File: src/rtl/lsu_split_initiator.sv
// RV32I load/store initiator: decodes loads/stores, issues word-aligned memory
// accesses (splitting word-crossing ones in two) and returns extended load data.
module lsu_split_initiator #(
  parameter int MEM_SIZE = 4096
) (
  input  logic        clk,
  input  logic        rst,
  input  logic        req_valid,
  output logic        req_ready,
  input  logic [31:0] instr,
  input  logic [31:0] addr,
  input  logic [31:0] wdata,
  output logic        resp_valid,
  output logic [31:0] resp_rdata,
  output logic        resp_err,
  output logic        mem_req,
  output logic        mem_we,
  output logic [29:0] mem_waddr,
  output logic [3:0]  mem_be,
  output logic [31:0] mem_wdata,
  input  logic [31:0] mem_rdata
);

  typedef enum logic [2:0] {IDLE, ISSUE0, ISSUE1, WAIT, RESP} state_t;

  state_t      state, state_nxt;
  logic        store_q, sign_q, err_q, split_q;
  logic [2:0]  size_q;
  logic [31:0] addr_q, wdata_q, lo_word, hi_word;

  logic        dec_legal, dec_store, dec_sign, dec_err, dec_split;
  logic [2:0]  dec_size;
  logic [32:0] acc_end;
  logic        accept;

  always_comb begin
    dec_legal = 1'b0;
    dec_store = 1'b0;
    dec_sign  = 1'b0;
    dec_size  = 3'd0;
    case (instr[6:0])
      7'b0000011: begin
        case (instr[14:12])
          3'b000:  begin dec_legal = 1'b1; dec_size = 3'd1; dec_sign = 1'b1; end
          3'b001:  begin dec_legal = 1'b1; dec_size = 3'd2; dec_sign = 1'b1; end
          3'b010:  begin dec_legal = 1'b1; dec_size = 3'd4; end
          3'b100:  begin dec_legal = 1'b1; dec_size = 3'd1; end
          3'b101:  begin dec_legal = 1'b1; dec_size = 3'd2; end
          default: ;
        endcase
      end
      7'b0100011: begin
        dec_store = 1'b1;
        case (instr[14:12])
          3'b000:  begin dec_legal = 1'b1; dec_size = 3'd1; end
          3'b001:  begin dec_legal = 1'b1; dec_size = 3'd2; end
          3'b010:  begin dec_legal = 1'b1; dec_size = 3'd4; end
          default: ;
        endcase
      end
      default: ;
    endcase
  end

  // One extra bit so an access running past the top of the address space cannot wrap into range.
  assign acc_end   = {1'b0, addr} + {30'd0, dec_size};
  assign dec_err   = !dec_legal || (acc_end > 33'(MEM_SIZE));
  assign dec_split = ({1'b0, addr[1:0]} + dec_size) > 3'd4;
  assign accept    = req_valid && (state == IDLE);

  // NOTE: sequential state uses non-blocking assignments so every register samples pre-edge values.
  always_ff @(posedge clk or posedge rst) begin
    if (rst) state <= IDLE;
    else     state <= state_nxt;
  end

  always_comb begin
    state_nxt = state;
    case (state)
      IDLE:    if (accept) state_nxt = dec_err ? RESP : ISSUE0;
      ISSUE0:  state_nxt = split_q ? ISSUE1 : WAIT;
      ISSUE1:  state_nxt = WAIT;
      WAIT:    state_nxt = RESP;
      RESP:    state_nxt = IDLE;
      default: state_nxt = IDLE;
    endcase
  end

  always_ff @(posedge clk or posedge rst) begin
    if (rst) begin
      store_q <= 1'b0;
      sign_q  <= 1'b0;
      err_q   <= 1'b0;
      split_q <= 1'b0;
      size_q  <= 3'd0;
      addr_q  <= '0;
      wdata_q <= '0;
      lo_word <= '0;
      hi_word <= '0;
    end else begin
      if (accept) begin
        store_q <= dec_store;
        sign_q  <= dec_sign;
        err_q   <= dec_err;
        split_q <= dec_split && !dec_err;
        size_q  <= dec_size;
        addr_q  <= addr;
        wdata_q <= wdata;
        lo_word <= '0;
        hi_word <= '0;
      end
      if (state == ISSUE1) lo_word <= mem_rdata;
      if (state == WAIT) begin
        if (split_q) hi_word <= mem_rdata;
        else begin
          lo_word <= mem_rdata;
          hi_word <= '0;
        end
      end
    end
  end

  logic [3:0]  size_mask;
  logic [7:0]  be_full;
  logic [63:0] wd_full, rd_pair;
  logic [31:0] rd_ext;

  always_comb begin
    case (size_q)
      3'd1:    size_mask = 4'b0001;
      3'd2:    size_mask = 4'b0011;
      3'd4:    size_mask = 4'b1111;
      default: size_mask = 4'b0000;
    endcase
  end

  // Lanes and data are shifted across a two-word window; each issue cycle takes one half.
  assign be_full = {4'b0000, size_mask} << addr_q[1:0];
  assign wd_full = {32'd0, wdata_q} << {addr_q[1:0], 3'b000};
  assign rd_pair = {hi_word, lo_word} >> {addr_q[1:0], 3'b000};

  always_comb begin
    case (size_q)
      3'd1:    rd_ext = sign_q ? {{24{rd_pair[7]}}, rd_pair[7:0]}   : {24'd0, rd_pair[7:0]};
      3'd2:    rd_ext = sign_q ? {{16{rd_pair[15]}}, rd_pair[15:0]} : {16'd0, rd_pair[15:0]};
      default: rd_ext = rd_pair[31:0];
    endcase
  end

  // Outputs decode straight from the state, so an asynchronous reset drops mem_req at once.
  always_comb begin
    req_ready  = (state == IDLE);
    resp_valid = 1'b0;
    resp_err   = 1'b0;
    resp_rdata = '0;
    mem_req    = 1'b0;
    mem_we     = 1'b0;
    mem_waddr  = '0;
    mem_be     = '0;
    mem_wdata  = '0;
    case (state)
      ISSUE0: begin
        mem_req   = 1'b1;
        mem_we    = store_q;
        mem_waddr = addr_q[31:2];
        mem_be    = be_full[3:0];
        mem_wdata = wd_full[31:0];
      end
      ISSUE1: begin
        mem_req   = 1'b1;
        mem_we    = store_q;
        mem_waddr = addr_q[31:2] + 30'd1;
        mem_be    = be_full[7:4];
        mem_wdata = wd_full[63:32];
      end
      RESP: begin
        resp_valid = 1'b1;
        resp_err   = err_q;
        resp_rdata = (store_q || err_q) ? 32'd0 : rd_ext;
      end
      default: ;
    endcase
  end

endmodule

File: config.mk
export PLATFORM = sky130hd
export DESIGN_NAME = lsu_split_initiator
export DESIGN_NICKNAME = d
export VERILOG_FILES = /design/src/rtl/lsu_split_initiator.sv
export SDC_FILE = /design/constraint.sdc
export NUM_CORES = 1
export LEC_CHECK = 0
export CORE_UTILIZATION = 50
export CTS_CLUSTER_DIAMETER = 150
export CTS_CLUSTER_SIZE = 14
export DETAILED_ROUTE_END_ITERATION = 10
export GPL_TIMING_DRIVEN = 0
export HOLD_SLACK_MARGIN = 0.03
export PLACE_DENSITY = 0.83
export SYNTH_ARGS = -nofsm -noshare
export SYNTH_HDL_FRONTEND = slang
export SYNTH_SLANG_ARGS = --single-unit
File: constraint.sdc
create_clock -name clk -period 6.3 [get_ports clk]
set_input_delay 1.26 -clock clk [delete_from_list [all_inputs] [get_ports clk]]
set_output_delay 1.26 -clock clk [all_outputs]
set_load 0.03 [all_outputs]
# Yosys cells after proc, flatten, opt, wreduce, memory -nomap -nowiden
# Index checks and enable logic that the tools add are counted.
# Widths: inputs -> output; s select.
# classes
shifts	3
add_sub_neg	3
n_reduce_logical	15
eq_ne	14
n_lt_le_gt_ge	2
n_mux	33
# ops
cell	count
$mux 32	11
$pmux 32 s2	2
$shl 32x5->64	1
$shr 64x5->32	1
$pmux 30 s2	1
$add 32x3->33	1
$gt 33x13->1 const B	1
$add 30x1->30 const B	1
$pmux 3 s3	2
$eq 3x2->1 const B	4
$eq 3x3->1 const B	4
$pmux 3 s4	1
$pmux 4 s3	1
$mux 1	10
$eq 3x1->1 const B	3
$pmux 4 s2	1
$reduce_or 2->1	4
$shl 4x2->8	1
$eq 7x2->1 const B	1
$eq 7x6->1 const B	1
$logic_not 3->1	2
$mux 3	2
$pmux 3 s2	1
$reduce_or 5->1	1
other kinds (9)	12
# totals
reg_bits	138
word_cells	80
output_inout_bits	103

# Depth between registers and ports, before layout
# depth
word_depth	10
mapped_depth	16

# Worst setup path before layout
# No wires, ideal clock.
# synth_timing
path_kind	input-to-reg
from	input port instr[3]
to	register state[0]
slack_ns	1.727
t_arrival_ns	4.496
path_stages	13
n_path_buf	0
path_cell_list	nor2_1 > nand4_1 > or4b_2 > inv_1 > ha_1 > nand3_2 > a211oi_4 > nand4_1 > mux2_1 > o22a_1 > or3_1 > or4_1 > a21oi_1
# synth_via
elab_chain_cells	8
# synth_lines
item	line	text
start, declared	10	input logic [31:0] instr,
$eq 7x6->1 / $eq 7x2->1 (equally long branches)	41	case (instr[6:0])
$pmux 3 s2 *	41	
named net dec_size[2]	32	logic [2:0] dec_size;
$add 32x3->33 *	66	assign acc_end = {1'b0, addr} + {30'd0, dec_size};
$gt 33x13->1 *	67	assign dec_err = !dec_legal || (acc_end > 33'(MEM_SIZE));
$logic_or 1x1->1 *	67	
$mux 3 * (2 in series)	80	IDLE: if (accept) state_nxt = dec_err ? RESP : ISSUE0;
$pmux 3 s4 *	79	case (state)
end signal, assigned	74	else state <= state_nxt;
end, declared	26	state_t state, state_nxt;
# The timed path passes the listed nets; every way through them passes the cells marked *. The select of a mux whose other input is x is not followed.
# A chain may end at the register's enable or synchronous reset.

# Worst setup path in the final report
# layout_timing
from	input port instr[3]
to	register split_q
# layout_via
elab_chain_cells	7
# layout_lines
item	line	text
$eq 7x6->1 / $eq 7x2->1 (equally long branches)	41	
$pmux 3 s2 *	41	
named net dec_size[2]	32	
$add 32x3->33	66	
$gt 33x13->1	67	
$logic_or 1x1->1	67	
$logic_not 1->1	105	split_q <= dec_split && !dec_err;
$logic_and 1x1->1 *	105	
end signal, assigned	105	
end, declared	27	logic store_q, sign_q, err_q, split_q;
# The timed path passes the listed nets; every way through them passes the cells marked *.

==> results.yml <==
run_status:
  status: "finished clean"
timing:
  worst_pin_slew_ns: 1.21
  slew_violations: 0
  fin_worst_skew_ns: 0.00492
  slew_headroom_pct: 19.0
  fin_tns_setup_ns: 0
  hold_viol: 0
  finalCritPeriodShare_pct: 88.5
  grt_setup_unrepaired: "no"
  min_period_ns: 5.57
  clock.fmax_ghz: 0.179
  finalSetupViolCount: 0
finish:
  nets: 1466
  final-seq-area_mm2: 0.00325
  drive_above_1_share_pct: 6.03
  n_fill_cell: 1428
  layout_common_cells: "nand2_1 (349), clkdlybuf4s50_1 (209), dfrtp_1 (130)"
  multiInputGateArea_mm2: 0.00519
  final_common_cell: "nand2_1"
  area_delta_synth_final_pct: 34.0
  diodes: 0
  utilization_pct: 68.4
worst_setup_path:
  critPathKind: "in2reg"
  crit_fanout: 7
  crit_path_cell_trace: "clkdlybuf4s50_1 > nor2_1 > nand4_1 > or4b_2 > inv_1 > ha_1 > a21oi_1 > o31a_1 > o211ai_1 > a2111oi_0 > o211ai_1 > nor4_1 > o2111ai_1 > nand2_1"
  r2r_setup_slack_ns: 3.78
  worst_path_max_delay_cell: "or4b_2"
  arrival_ns: 5.93
  r2r_end: "wdata_q[15]"
  cp-end-kind: "flip-flop"
  startpoint_type: "primary input"
  cp_num_buf_inv: 2
  max_stage_delay_ns: 0.79
  reg2reg_depth: 7
  cp_common_cell: "o211ai_1"
  cpLargestDelayFamily: "compound AO/OA/AOI/OAI gates"
  cp_data_required_time_ns: 6.66
  r2r-start: "state[2]"
clocking:
  clock-root-buffer: "clkbuf_16"
  clock_latency_ns: 0.42
  clockBufferDepth: 2
  cts_resized: 0
  cts_setup_buffers: 0
  cts_tree: "built"
  ctsHtreeMaxLevel: 4
  clkTransAtPathRegs_ns: 0.06
  cts_hold_buf: 0
  cts_inserted_buffers: 17
  cts.sinks: 130
die:
  rows: 48
  initial_utilization_pct: 51.0
  coreArea_mm2: 0.0172
  die_y_um: 134
  io_pins: 234
  die_x_um: 134
  die_area_mm2: 0.0181
synth:
  ys.warnings.count: 0
  synth_seq_cells: 130
  synth_compound_area_share_pct: 15.0
  syn_inst: 1101
  synth_area_mm2: 0.00876
  postSynthAreaPerCell_um2: 7.96
  synthFlopType: "dfrtp_1"
  ys_seq_area_share_pct: 37.1
  syn-num-nets: 1237
  yosys.area_share.simple_pct: 29.5
  synth_mux_area_share_pct: 12.9
  synthArstFlopShare_pct: 100
  synth_edf_count: 0
  synth_cell_types: 57
  synth_xor_area_share_pct: 0.999
  synthAdderAreaFrac_pct: 0.800
  synth_top_family_by_area: "simple AND/OR/NAND/NOR gates"
place:
  dpl.hpwl_um: 22700
  portBuffers: 209
  gp_congestion: 0.970
global_route:
  grtUsageTotal_pct: 35.1
  grt.overflow.total: 0
  grt_first_pass_wirelength_um: 48700
  grt_max_degree: 89
  antenna_found_initial: 0
  grt_pass1_vias: 9148
power:
  peakVddDrop_mv: 0.173
  p_per_area_mw_per_mm2: 203
  power.leakage_nw: 5.00
detailed_routing:
  vias: 9745
  vias_per_cell: 6.21
  wl_um: 31200
  first_pass_iters: 10
  dr.first_iter.drc_count: 1457
  wire_per_inst_um: 19.9
  ant_nets: 0
  remaining_drc_errors: 0
min_path:
  worstHoldStart: "addr_q[31]"
  min_to: "addr_q[31]"
  hold_path.class: "reg2reg"
  hold_depth: 2
run:
  drv_cap: 0
-- per-layer routing --
metal,GRT usage (%),vias up,wire length (µm)
met4,15.9,0,1320
met2,54.3,719,14200
met5,0,-,0
li1,-,4368,-
met1,47.1,4539,12100
met3,7.86,119,3540
-- Yosys cell counts (2+ instances only) --
cell type    n  share of area [%]
nand2_1    349                 15
dfrtp_1    130                 37
o21ai_0     77                4.4
clkbuf_1    69                3.0
nand3_1     67                3.8
a21oi_1     61                3.5
nor2_1      56                2.4
mux2i_1     40                4.6
mux4_2      28                7.2
a22o_1      27                2.7
and3_1      25                1.8
nand4_1     20                1.4
nand2b_1    13               0.93
o22ai_1     10               0.71
nor4_1       9               0.64
a31oi_1      7               0.50
buf_1        7               0.30
inv_1        7               0.30
mux2_2       7               0.90
and2_1       6               0.43
o31ai_1      6               0.51
xor2_1       6               0.60
and4_1       5               0.50
nor3_1       5               0.29
or3_1        5               0.36
a311o_1      4               0.46
ha_1         4               0.57
nor3b_1      4               0.34
o2111ai_1    4               0.40
o211ai_1     4               0.34
xnor2_1      4               0.40
nor2b_1      3               0.21
or3b_2       3               0.30
a211o_1      2               0.20
a211oi_1     2               0.17
buf_2        2               0.11
mux2_1       2               0.26
or4_1        2               0.17
-- final cells by class --
type                    instances  share of cell area, %
well taps                     225                   2.40
repair buffers                210                   18.0
clock buffers                  17                   3.62
clock inverters                15                   1.28
multi-input cells             886                   44.2
flip-flops and latches        130                   27.7
inverters                       7                  0.266
plain buffers                  78                   2.51
-- tightest hold or removal path, cell delays in order, from the launching register on --
cell and delay, ns:
dfrtp_1 0.36, nand2_1 0.06, nand2_1 0.05
-- power breakdown --
group	internal [mW]	leakage, nW	switching, mW
Sequential	0.891	1.71	0.0691
Clock	0.529	0.283	0.435
Combinational	0.189	3.01	0.273
-- cell families (layout without fill, tap and decap cells) --
group | Yosys count | in the layout
and+or+nand+nor | 580 | 580
AOI/OAI and AO/OA | 214 | 214
DFF | 130 | 130
buffers and inverters | 85 | 327
muxes | 77 | 77
xor gates and xnor gates | 10 | 10
adders and majority gates | 5 | 5
-- worst max-delay path by stage --
| stage | start | end | slack [ns] | cells past startpoint |
|---|---|---|---|---|
| 5_1_grt | instr[4] | split_q | 0.64 | 14 |
| 3_5_place_dp | instr[3] | split_q | 0.56 | 14 |
| 4_1_cts | instr[3] | split_q | 0.98 | 14 |
| 2_1_floorplan | rst | addr_q[0] | 1.57 | 1 |
| 3_3_place_gp | rst | addr_q[26] | -0.15 | 2 |
| 6_report | instr[3] | split_q | 0.73 | 14 |
-- per-stage QoR --
| stage | power, mW | area [µm²] | std cells | setup slack [ns] | hold WS (ns) |
|---|---|---|---|---|---|
| 4_1_cts | 2.38 | 11700 | 1568 | 0.982 | 0.498 |
| 5_1_grt | 2.47 | 11700 | 1568 | 0.639 | 0.523 |
| 2_1_floorplan | 1.22 | 8760 | 1101 | 1.57 | 0.456 |
| 3_3_place_gp | 1.41 | 11100 | 1535 | -0.146 | 0.477 |
| 3_5_place_dp | 1.42 | 11200 | 1536 | 0.559 | 0.485 |
| 6_report | 2.39 | 11700 | 1568 | 0.727 | 0.498 |
-- flip-flops by register name (all words and copies together), names as in the netlist --
register / flops
wdata_q: 32
addr_q: 32
state: 3
store_q: 1
size_q: 3
err_q: 1
split_q: 1
lo_word: 32
hi_word: 24
sign_q: 1
(Power assumes the default switching activity.)
